[src/rtl/prog_loader_if.sv]
// Byte-stream and instruction-memory write bundle for the program loader.
// The host drives the byte stream through the master modport. The loader
// sits on the slave modport, accepts the stream and writes instruction
// memory.
interface prog_loader_if #(
    parameter int AW = 10
);
    logic          load_start;
    logic [7:0]    byte_in;
    logic          byte_valid;
    logic          byte_ready;
    logic          imem_we;
    logic [AW-1:0] imem_addr;
    logic [15:0]   imem_wdata;
    logic          cpu_reset;
    logic          busy;
    logic          done;
    logic          err;

    modport master (
        output load_start, byte_in, byte_valid,
        input  byte_ready, imem_we, imem_addr, imem_wdata,
        input  cpu_reset, busy, done, err
    );

    modport slave (
        input  load_start, byte_in, byte_valid,
        output byte_ready, imem_we, imem_addr, imem_wdata,
        output cpu_reset, busy, done, err
    );
endinterface

[src/rtl/prog_loader.sv]
// Program loader. It frames a host byte stream (count, words, XOR checksum)
// into 16-bit instruction words and writes them to consecutive addresses,
// starting at address 0. It keeps the processor in reset until a load
// finishes with a good checksum.
module prog_loader #(
    parameter int AW = 10
) (
    input  logic         clk,
    input  logic         reset,
    prog_loader_if.slave bus
);
    localparam int          DW    = 16;
    localparam logic [31:0] MAX_N = 32'd1 << AW;
    localparam logic [AW:0] ONE   = 1;

    typedef enum logic [2:0] {
        IDLE, CNT_HI, CNT_LO, DAT_HI, DAT_LO, CHK, FIN
    } state_t;

    state_t        state_q, state_d;
    logic [AW:0]   cnt_q, cnt_d;
    logic [AW:0]   idx_q, idx_d;
    logic [AW:0]   idxNext;
    logic [7:0]    cntHi_q, cntHi_d;
    logic [7:0]    hiByte_q, hiByte_d;
    logic [7:0]    chk_q, chk_d;
    logic          done_q, done_d;
    logic          err_q, err_d;
    logic          cpuReset_q, cpuReset_d;
    logic          we_q, we_d;
    logic [AW-1:0] addr_q, addr_d;
    logic [DW-1:0] wdata_q, wdata_d;
    logic [31:0]   nWide;
    logic          readyInt;
    logic          xfer;

    assign readyInt = (state_q == CNT_HI) || (state_q == CNT_LO) ||
                      (state_q == DAT_HI) || (state_q == DAT_LO) ||
                      (state_q == CHK);
    assign xfer     = readyInt && bus.byte_valid;
    assign idxNext  = idx_q + ONE;
    assign nWide    = {16'd0, cntHi_q, bus.byte_in};

    assign bus.byte_ready = readyInt;
    assign bus.busy       = (state_q != IDLE);
    assign bus.imem_we    = we_q;
    assign bus.imem_addr  = addr_q;
    assign bus.imem_wdata = wdata_q;
    assign bus.cpu_reset  = cpuReset_q;
    assign bus.done       = done_q;
    assign bus.err        = err_q;

    // Frame decoder: advances one field per accepted byte and builds the write and checksum.
    always_comb begin
        state_d    = state_q;
        cnt_d      = cnt_q;
        idx_d      = idx_q;
        cntHi_d    = cntHi_q;
        hiByte_d   = hiByte_q;
        chk_d      = chk_q;
        done_d     = done_q;
        err_d      = err_q;
        cpuReset_d = cpuReset_q;
        we_d       = 1'b0;
        addr_d     = addr_q;
        wdata_d    = wdata_q;
        case (state_q)
            IDLE: begin
                if (bus.load_start) begin
                    done_d     = 1'b0;
                    err_d      = 1'b0;
                    idx_d      = '0;
                    chk_d      = '0;
                    cpuReset_d = 1'b1;
                    state_d    = CNT_HI;
                end
            end
            CNT_HI: begin
                if (xfer) begin
                    cntHi_d = bus.byte_in;
                    state_d = CNT_LO;
                end
            end
            CNT_LO: begin
                if (xfer) begin
                    if (nWide > MAX_N) begin
                        err_d   = 1'b1;
                        state_d = FIN;
                    end else begin
                        cnt_d   = nWide[AW:0];
                        state_d = (nWide == 32'd0) ? CHK : DAT_HI;
                    end
                end
            end
            DAT_HI: begin
                if (xfer) begin
                    hiByte_d = bus.byte_in;
                    chk_d    = chk_q ^ bus.byte_in;
                    state_d  = DAT_LO;
                end
            end
            DAT_LO: begin
                if (xfer) begin
                    we_d    = 1'b1;
                    addr_d  = idx_q[AW-1:0];
                    wdata_d = {hiByte_q, bus.byte_in};
                    chk_d   = chk_q ^ bus.byte_in;
                    idx_d   = idxNext;
                    state_d = (idxNext == cnt_q) ? CHK : DAT_HI;
                end
            end
            CHK: begin
                if (xfer) begin
                    err_d   = (bus.byte_in != chk_q);
                    state_d = FIN;
                end
            end
            FIN: begin
                done_d     = 1'b1;
                cpuReset_d = err_q;
                state_d    = IDLE;
            end
            default: state_d = IDLE;
        endcase
    end

    // State and output registers. Reset holds the processor in reset with no load pending.
    always_ff @(posedge clk or negedge reset) begin
        if (!reset) begin
            state_q    <= IDLE;
            cnt_q      <= '0;
            idx_q      <= '0;
            cntHi_q    <= '0;
            hiByte_q   <= '0;
            chk_q      <= '0;
            done_q     <= 1'b0;
            err_q      <= 1'b0;
            cpuReset_q <= 1'b1;
            we_q       <= 1'b0;
            addr_q     <= '0;
            wdata_q    <= '0;
        end else begin
            state_q    <= state_d;
            cnt_q      <= cnt_d;
            idx_q      <= idx_d;
            cntHi_q    <= cntHi_d;
            hiByte_q   <= hiByte_d;
            chk_q      <= chk_d;
            done_q     <= done_d;
            err_q      <= err_d;
            cpuReset_q <= cpuReset_d;
            we_q       <= we_d;
            addr_q     <= addr_d;
            wdata_q    <= wdata_d;
        end
    end
endmodule
[src/flat_wrapper.sv]
// flat-port wrapper written by rule: the top's interface ports become plain ports
module prog_loader_flat 
#(
    parameter int AW = 10
)
  (clk, reset, bus_load_start, bus_byte_in, bus_byte_valid, bus_byte_ready, bus_imem_we, bus_imem_addr, bus_imem_wdata, bus_cpu_reset, bus_busy, bus_done, bus_err);
  prog_loader_if #(.AW(AW)) bus_i ();
  input  logic clk;
  input  logic reset;
  input wire logic [$bits(bus_i.load_start)-1:0] bus_load_start;
  input wire logic [$bits(bus_i.byte_in)-1:0] bus_byte_in;
  input wire logic [$bits(bus_i.byte_valid)-1:0] bus_byte_valid;
  output wire logic [$bits(bus_i.byte_ready)-1:0] bus_byte_ready;
  output wire logic [$bits(bus_i.imem_we)-1:0] bus_imem_we;
  output wire logic [$bits(bus_i.imem_addr)-1:0] bus_imem_addr;
  output wire logic [$bits(bus_i.imem_wdata)-1:0] bus_imem_wdata;
  output wire logic [$bits(bus_i.cpu_reset)-1:0] bus_cpu_reset;
  output wire logic [$bits(bus_i.busy)-1:0] bus_busy;
  output wire logic [$bits(bus_i.done)-1:0] bus_done;
  output wire logic [$bits(bus_i.err)-1:0] bus_err;
  assign bus_i.load_start = bus_load_start;
  assign bus_i.byte_in = bus_byte_in;
  assign bus_i.byte_valid = bus_byte_valid;
  assign bus_byte_ready = bus_i.byte_ready;
  assign bus_imem_we = bus_i.imem_we;
  assign bus_imem_addr = bus_i.imem_addr;
  assign bus_imem_wdata = bus_i.imem_wdata;
  assign bus_cpu_reset = bus_i.cpu_reset;
  assign bus_busy = bus_i.busy;
  assign bus_done = bus_i.done;
  assign bus_err = bus_i.err;
  prog_loader #(.AW(AW)) u_core (.clk(clk), .reset(reset), .bus(bus_i));
endmodule
[config.mk]
export PLATFORM = sky130hd
export DESIGN_NAME = prog_loader_flat
export DESIGN_NICKNAME = d
export VERILOG_FILES = /design/src/rtl/prog_loader_if.sv /design/src/rtl/prog_loader.sv /design/src/flat_wrapper.sv
export SDC_FILE = /design/constraint.sdc
export NUM_CORES = 1
export LEC_CHECK = 0
export ABC_AREA = 1
export BUFFER_PORTS_ARGS = -buffer_cell sky130_fd_sc_hd__buf_2
export CORE_UTILIZATION = 60
export DETAILED_ROUTE_END_ITERATION = 12
export GPL_TIMING_DRIVEN = 0
export HOLD_SLACK_MARGIN = 0.02
export PLACE_DENSITY = 0.8
export SLEW_MARGIN = 10
export SYNTH_ARGS = -nofsm -noshare
export SYNTH_HDL_FRONTEND = slang
export SYNTH_SLANG_ARGS = --single-unit
export TNS_END_PERCENT = 30
[constraint.sdc]
create_clock -name clk -period 3.9 [get_ports clk]
set_clock_uncertainty 0.1 [all_clocks]
set_input_delay 0.195 -clock clk [delete_from_list [all_inputs] [get_ports clk]]
set_output_delay 0.195 -clock clk [all_outputs]
set_load 0.02 [all_outputs]
==> flow_results.org, run 1 <==
** Yosys
- Yosys reg bits :: 79
- Nets in the synthesized netlist :: 483
- For this run, the number of Yosys warnings is 0.
- EDFF count, synth :: 0
- Synth Instances :: 470
- Commonest cells in the netlist :: nand2_1, dfrtp_1, o21ai_0
- In this run the mean area of a mapped cell was 7.904 sq um.
- Number of distinct standard cells referenced by the synthesized netlist :: 27
- Share of synthesized flip-flops with an asynchronous set or reset :: 100.0%
- Synthesized area :: 3715 sq um
- The synthesized design devotes to its leading area cell type 52.54% of total area.
- nand2_1 is the most common cell in the netlist.
- The most used flip-flop cell after synthesis is dfrtp_1.
- The largest total area in the synthesized netlist belongs to dfrtp_1.
- Top cells by area, synth :: dfrtp_1, nand2_1, o21ai_0
- The share of the Yosys chip area taken by registers is 53.25%.

** Die
- Die height :: 80.69 microns
- Count of boundary I/O pins :: 44
- Row generation in the floorplan step produced 28 rows.
- The floorplan step defined a die boundary enclosing 6510 sq um.
- The die is 80.69 microns wide.
- After floorplanning, the core was sized to cover 5956 sq um.
- Starting utilization of the core area :: 62.37%

** Critical path
- Worst setup path startpoint :: u_core.idx_q[0]
- In this run the critical register-to-register path is captured at u_core.state_q[1].
- Slowest stage delay, CP :: 0.46 ns
- Logic depth of the worst register-to-register path :: 14
- Data arrival at the endpoint of the critical path :: 2.17 ns
- The worst register-to-register path has a setup slack of 1.88 ns.
- The worst register-to-register path begins at u_core.idx_q[0].
- Worst path most repeated cell :: nand2_1
- The critical path goes through ha_1 > nand2_1 > nor2_1 > nand3_1 > nand3_1 > nand2_1 > nor2_1 > nand2_1 > nor2_1 > nand2_1 > nand2_1 > nand2_1 > nand2_1 > nand2_1.
- In this run the worst path has a maximum fanout of 6.
- Required time of the critical path :: 4.04 ns
- The worst setup path is of the reg -> reg kind.
- The worst setup path is captured at a flip-flop.
- The largest individual stage delay along the critical path comes from the cell dfrtp_1.
- Critical Path Source Type :: flip-flop
- In this run the worst setup path terminates at u_core.state_q[1].

** Clocking
- Buffer cell driving the clock tree root :: clkbuf_8
- After clock tree synthesis, the clock-pin slew on the worst setup and hold paths is 0.08 ns.
- The tree built by TritonCTS fans out to 79 sinks.
- Clock latency on the worst-skew pair, taken at its later pin, is 0.35 ns.
- TritonCTS clock tree :: yes
- The number of setup buffers added after CTS is 0.
- Number of H-tree levels :: 3
- The clock passes through at most 2 buffers.
- Number of buffers inserted during clock tree synthesis :: 9
- Post-cts gate resize count :: 0

** Global routing
- The initial antenna violation count came to 0.
- Gr usage total :: 27.68%
- Wire length of the first global-routing pass :: 13.43 mm
- Maximum number of pins on one net before global-route repair :: 60
- The via count of the first global-routing pass came to 2,929.
- Global routing finished with a remaining overflow of 0.

** Power and ir drop
- Summed over all cells, the static leakage comes to 2.228 nW.
- IR Drop Worst-Case VDD :: 0.4421 mV
- Cell area power density :: 764.0 nW/um^2

** STA
- The number of slew-limit violations in the final report is 0.
- Slew at the pin closest to its max-slew limit :: 0.6189 ns
- The worst path uses 51.88% of the clock period.
- Setup repair after global routing left no endpoint under its margin.
- Timing would allow up to 494.3 MHz.
- Final setup violating endpoints :: 0
- Subtracting the final worst setup slack from the clock period gives 2.023 ns.
- Total negative slack :: 0 ns
- Worst rel slew slack :: 58.74%
- The hold violation count in the final report came to 0.

** Cells and area
- After the flow finishes, the layout carries non-filler instances totaling 606.
- From synthesis to final layout, the design area changed by 14.31%.
- Final std cell area, no fill :: 4247 sq um
- Fraction of final layout cells sized beyond drive strength 1 :: 13.18%
- Total number of nets in the final design :: 539
- Fill cells :: 484
- The number of antenna diodes in the final layout is 0.
- For this run, the share of the core covered by cells in the final layout is 71.30%.

** Outcome
- The flow ran to the end, and the final reports show no timing, DRC or antenna violations.

** Routing
- Average via count per standard cell :: 5.419
- Number of remaining DRC errors :: 0
- The first routing iteration left 264 violations.
- Number of vias after detailed routing :: 3,284
- The final layout contains routed wiring with a total length of 8.338 mm.
- Antenna-violating nets left :: 0
- Average routed wire per standard cell :: 13.76 microns
- The pre-antenna-repair detailed-routing pass consisted of 5 iterations.

** Place
- Port buffer count :: 43
- Placed instance count :: 589
- In this run the cell area measured after placement is 4054 sq um.
- Final Wtd Congestion :: 0.8840
- The HPWL after detailed placement is 5.904 mm.

** Worst hold path
- The min-delay analysis places its worst path in the category in -> reg.

** Job
- Maximum Capacitance Violations :: 0
## metrics by stage
stage                     hold slack [ns]  worst slack [ns]  power [mW]
after global placement             0.3516             1.951       2.633
after global routing               0.1270             1.678       3.486
after detailed placement         0.003996             1.898       2.681
after floorplan                   -0.2006             2.197       2.286
final                             0.09835             1.877       3.244
after CTS                          0.1041             1.898       3.247
## what timing repair did
item,4_1_cts,5_1_grt
hold buffers,1,0
setup endpoints to repair,0,0
hold endpoints to repair,78,0
## critical path: cells and delay by family (launching register included)
kind          cells  cell delay, ns
simple gates     13            1.12
flops             1            0.46
fa+ha+maj         1            0.23
## layout make-up
class	instances	area (sq um)	share of cell area, %
Buffer	11	55.05	1.296
Inverter	59	221.5	5.215
Sequential cell	79	1978	46.58
Multi-Input combinational cell	321	1460	34.38
Clock buffer	11	141.4	3.329
Timing Repair Buffer	45	255.2	6.011
Clock inverter	5	41.29	0.9723
Tap cell	75	93.84	2.210
## registers in the layout (all words and copies together) (netlist names), 3 cells and up
signal / cells
u_core.hiByte_q: 8
u_core.idx_q: 11
u_core.chk_q: 8
u_core.state_q: 3
u_core.bus.imem_wdata: 16
u_core.cnt_q: 11
u_core.bus.imem_addr: 10
u_core.cntHi_q: 8
## power breakdown
group | internal (mW) | total [mW] | switching (mW)
registers | 1.15 | 1.38 | 0.228
clock network | 0.253 | 0.565 | 0.312
logic | 0.449 | 1.30 | 0.853
total | 1.85 | 3.24 | 1.39
## cells in the final DEF, fill, tap and decap left out, drive strengths merged, types with 3 or more instances in the layout
cell type	instances
a21oi	6
buf	47
clkbuf	19
dfrtp	78
inv	60
nand2	155
nand3	43
nand4	3
nor2	30
o21ai	64
o22ai	4
xor2	9
## routing by layer
layer / track usage, % / routed length [microns] / up-vias
met3: 3.182 / 355 / 15
met1: 38.13 / 3842 / 1566
met5: 0 / 0 / -
li1: - / - / 1610
met2: 44.32 / 3977 / 93
met4: 11.61 / 163 / 0
## worst min-delay path by stage
stage / cells after the start / start / slack [ns] / end
final: 4 / bus_byte_in[0] / 0.1 / u_core.chk_q[0]
after global routing: 4 / bus_byte_in[1] / 0.13 / u_core.chk_q[1]
after CTS: 4 / bus_byte_in[3] / 0.10 / u_core.chk_q[3]
after detailed placement: 1 / reset / 0.004 / u_core.bus.imem_addr[3]
after global placement: 2 / u_core.bus.done / 0.35 / u_core.bus.done
after floorplan: 0 / reset / -0.20 / u_core.bus.done
## logic make-up (layout without fill, tap and decap cells)
group / Yosys count / in the layout / synth area share, %
AOI/OAI and AO/OA: 75 / 75 / 10.58
xor gates and xnor gates: 10 / 10 / 2.358
adders and majority gates: 1 / 1 / 0.3368
buffers and inverters: 70 / 131 / 7.443
DFF: 79 / 79 / 53.25
and+or+nand+nor: 235 / 235 / 26.04
No activity file was read; power rests on OpenSTA's default activity.
==> run 2: changes to the inputs <==
- CORE_UTILIZATION: 60 -> 58
- PLACE_DENSITY: 0.8 -> 0.77
- clock period: 3.9 -> 2.1 ns (I/O delays scaled with it)
==> run 2 against run 1 <==
Against the previous run: combinational power rose by 90%; first-iteration DRC count fell by 15%; clock-buffer cell count fell by 2; utilization fell by 0.12 points; critical endpoint unchanged; via count fell by 0.58%; sequential share of layout area fell by 0.70 points; die area rose by 3.4%; largest power group unchanged; global-route usage rose by 0.65 points; sequential power rose by 86%.
==> flow_results.org, run 2 (same netlist as run 1, synthesis figures left out) <==
** Clocking
- TritonCTS created 9 clock buffers.
- In this run the number of H-tree levels came out at 3.
- Buffer cell driving the clock tree root :: clkbuf_8
- Clock sink total :: 79
- Clock edge transition at the registers on the reported setup and hold paths :: 0.09 ns
- For the worst-skew pair, the clock arrives at the later sink with an insertion delay of 0.36 ns.
- The longest clock path from root to sink contains 2 buffers.
- TritonCTS clock tree :: yes

** Power and ir drop
- In this run the static leakage power is 2.242 nW.
- For this design the total switching power over the nets is 2.642 mW.
- Combinational group share of total power :: 40.7%
- Part of the power in the clock network :: 17.1%
- Power spread over the standard cell area amounts to 1410 nW/um^2.
- Across the VDD grid, the largest voltage drop is 0.7826 mV.
- The internal portion of the total power is 3.440 mW.
- Sequential cells burn 42.2% of the power.
- Net switching is 43.44% of the power.

** Cells and area
- Non-Filler Instances :: 611
- The repair_antennas step left the layout with diodes totalling 0.
- Leaving out fill and tap cells, the most frequent cell in the layout is nand2_1.
- Fraction of final layout cells sized beyond drive strength 1 :: 15.30%
- Layout overhead on the synthesized area :: 16.13%
- Total number of nets in the final design :: 544
- Cells fill 71.18% of the core in the end.
- The register with the most flip-flops in the layout has 16 of them.
- Commonest cells after routing, fill and taps aside :: nand2_1, dfrtp_1, o21ai_0

** Global routing
- Entering global routing, the biggest net connects 50 pins.
- Via count of the first global-routing pass :: 3,031
- Remaining global-route overflow :: 0
- Wire length of the first global-routing pass :: 14.03 mm
- For this run, the total global-route usage over all layers was measured as 28.32%.
- Number of antenna violations at the first check in global routing :: 0

** Die
- Die extent in x :: 82.03 microns
- Die height :: 82.03 microns
- 44 I/O pins were placed.
- Area inside the core boundary :: 6061 sq um
- The initialized floorplan defines 28 standard-cell rows.
- The initial utilization of the core area, before any placement, comes to 61.29%.
- The floorplan step defined a die boundary enclosing 6729 sq um.

** Routing
- Dividing the detail-routed wire length by the instance count gives 13.95 microns.
- First-iteration detailed-routing DRC count :: 224
- Antenna-violating nets left :: 0
- Number of remaining DRC errors :: 0
- For this run, the detailed router's first-pass iteration total came to 5.
- After detailed routing, the total wire length is 8.526 mm.
- The routed layout has 3,265 vias.
- In the routed layout, each cell is associated on average with a via count of 5.344.

** Critical path
- Traced cell by cell, the critical path runs through ha_4 > nand3_1 > inv_2 > nand2_1 > nand2_1 > nand2_1 > nand2_1 > nand2_1 > nand3_1 > nor2_1 > nand2_1 > nand2_1 > nand2_1 > nand2_1 > nand2_1.
- Worst path most repeated cell :: nand2_1
- Critical Path Source Type :: flip-flop
- In this run the worst path has a maximum fanout of 4.
- On the critical path the largest part of the delay comes from simple AND/OR/NAND/NOR gates.
- The worst setup path is captured at a flip-flop.
- Type of the setup path with the least slack :: reg -> reg
- Among all stages on the critical path, the largest delay is contributed by dfrtp_1.
- Data arrival at the endpoint of the critical path :: 2.10 ns
- In this design, the stage delay of the slowest critical-path cell is 0.46 ns.
- Required time of the critical path :: 2.25 ns
- Logic depth of the worst register-to-register path :: 15
- R2r endpoint :: u_core.state_q[1]
- R2R Setup Slk :: 0.15 ns
- The worst register-to-register path begins at u_core.idx_q[1].
- Count of buffering cells on the critical path with inverters included :: 1

** STA
- Highest Clock Rate :: 514.0 MHz
- Final count of pins violating max slew :: 0
- Setup repair after global routing could not meet its margin everywhere.
- In this run the tightest slew margin relative to its limit is 65.91%.
- Setup violations remaining at the end of the flow were counted as 0.
- Hold Slack :: 0.01788 ns
- Setup slack on the critical path of the routed design comes to 0.1545 ns.
- Final critical delay including setup and external delays :: 1.946 ns
- Dividing the final minimum period by the clock period gives 92.64%.
- Slew at the pin closest to its max-slew limit :: 0.5114 ns
- The hold violation count in the final report came to 0.

** Worst hold path
- The min-delay analysis places its worst path in the category in -> reg.
- Number of instances on the worst hold path :: 4
- Hold path endpoint :: u_core.chk_q[4]
- Hold path startpoint :: bus_byte_in[4]

** Place
- Placed instance count :: 589
- Final Wtd Congestion :: 0.8814
- The wire-length estimate of the detail-placed layout is 5.998 mm.
- OpenSTA, run right after detailed placement, puts the worst setup slack at 0.1392 ns.
- Port buffering added 43 buffers.

** Outcome
- The run finished with clean final reports.

** Job
- Across the run, the number of max-cap violations was 0.
-- run 2: power groups by stage --
stage               combinational, mW  sequential, mW  clock [mW]
finish                           2.47            2.57        1.04
global route                     2.85            2.64        1.11
CTS                              2.44            2.54        1.05
detailed placement               2.42            2.57           0
global placement                 2.35            2.54           0
floorplan                        1.45            2.80           0
-- run 2: cell type report --
type                    instances  area, sq um
plain buffers                  11        57.56
clock buffers                   9        123.9
inverters                      59        221.5
clock inverters                 7        56.30
repair buffers                 50        300.3
well taps                      75        93.84
flip-flops and latches         79         1979
fillers                       515         1747
multi-input cells             321         1481
-- run 2: through the flow --
step	power [mW]	setup TNS [ns]	cell area, sq um
after floorplan	4.245	0	3715
after global placement	4.891	0	4024
after detailed placement	4.988	0	4054
after CTS	6.037	0	4274
after global routing	6.602	-0.06014	4314
final	6.083	0	4314
-- run 2: repair_timing --
item                                   CTS  global route
resized for setup                        0            13
endpoints found under the hold margin   82             0
hold buffers                             4             0
setup endpoints to repair                0            16
buffers inserted                         0             2
-- run 2: worst max-delay path by stage --
stage | to | slack (ns) | depth (start not counted) | from
floorplan | u_core.state_q[1] | 0.40 | 14 | u_core.idx_q[0]
global placement | u_core.state_q[1] | 0.16 | 14 | u_core.idx_q[0]
detailed placement | u_core.state_q[1] | 0.14 | 14 | u_core.idx_q[0]
CTS | u_core.state_q[1] | 0.12 | 14 | u_core.idx_q[0]
global route | u_core.state_q[1] | -0.05 | 14 | u_core.idx_q[1]
finish | u_core.state_q[1] | 0.15 | 15 | u_core.idx_q[1]
-- run 2: routing by layer --
metal	up-vias	share of wire (%)	track usage, %
met4	0	1.9	10.18
li1	1613	-	-
met5	-	0	0
met3	19	3.2	4.778
met2	84	48	44.79
met1	1549	47	39.27
-- run 2: worst reg2reg max path: cells and delay by family (launching register included) --
kind / cells / cell delay [ns]
buffers and inverters: 1 / 0.07
DFF: 1 / 0.46
adders and majority gates: 1 / 0.20
and+or+nand+nor: 13 / 1.01
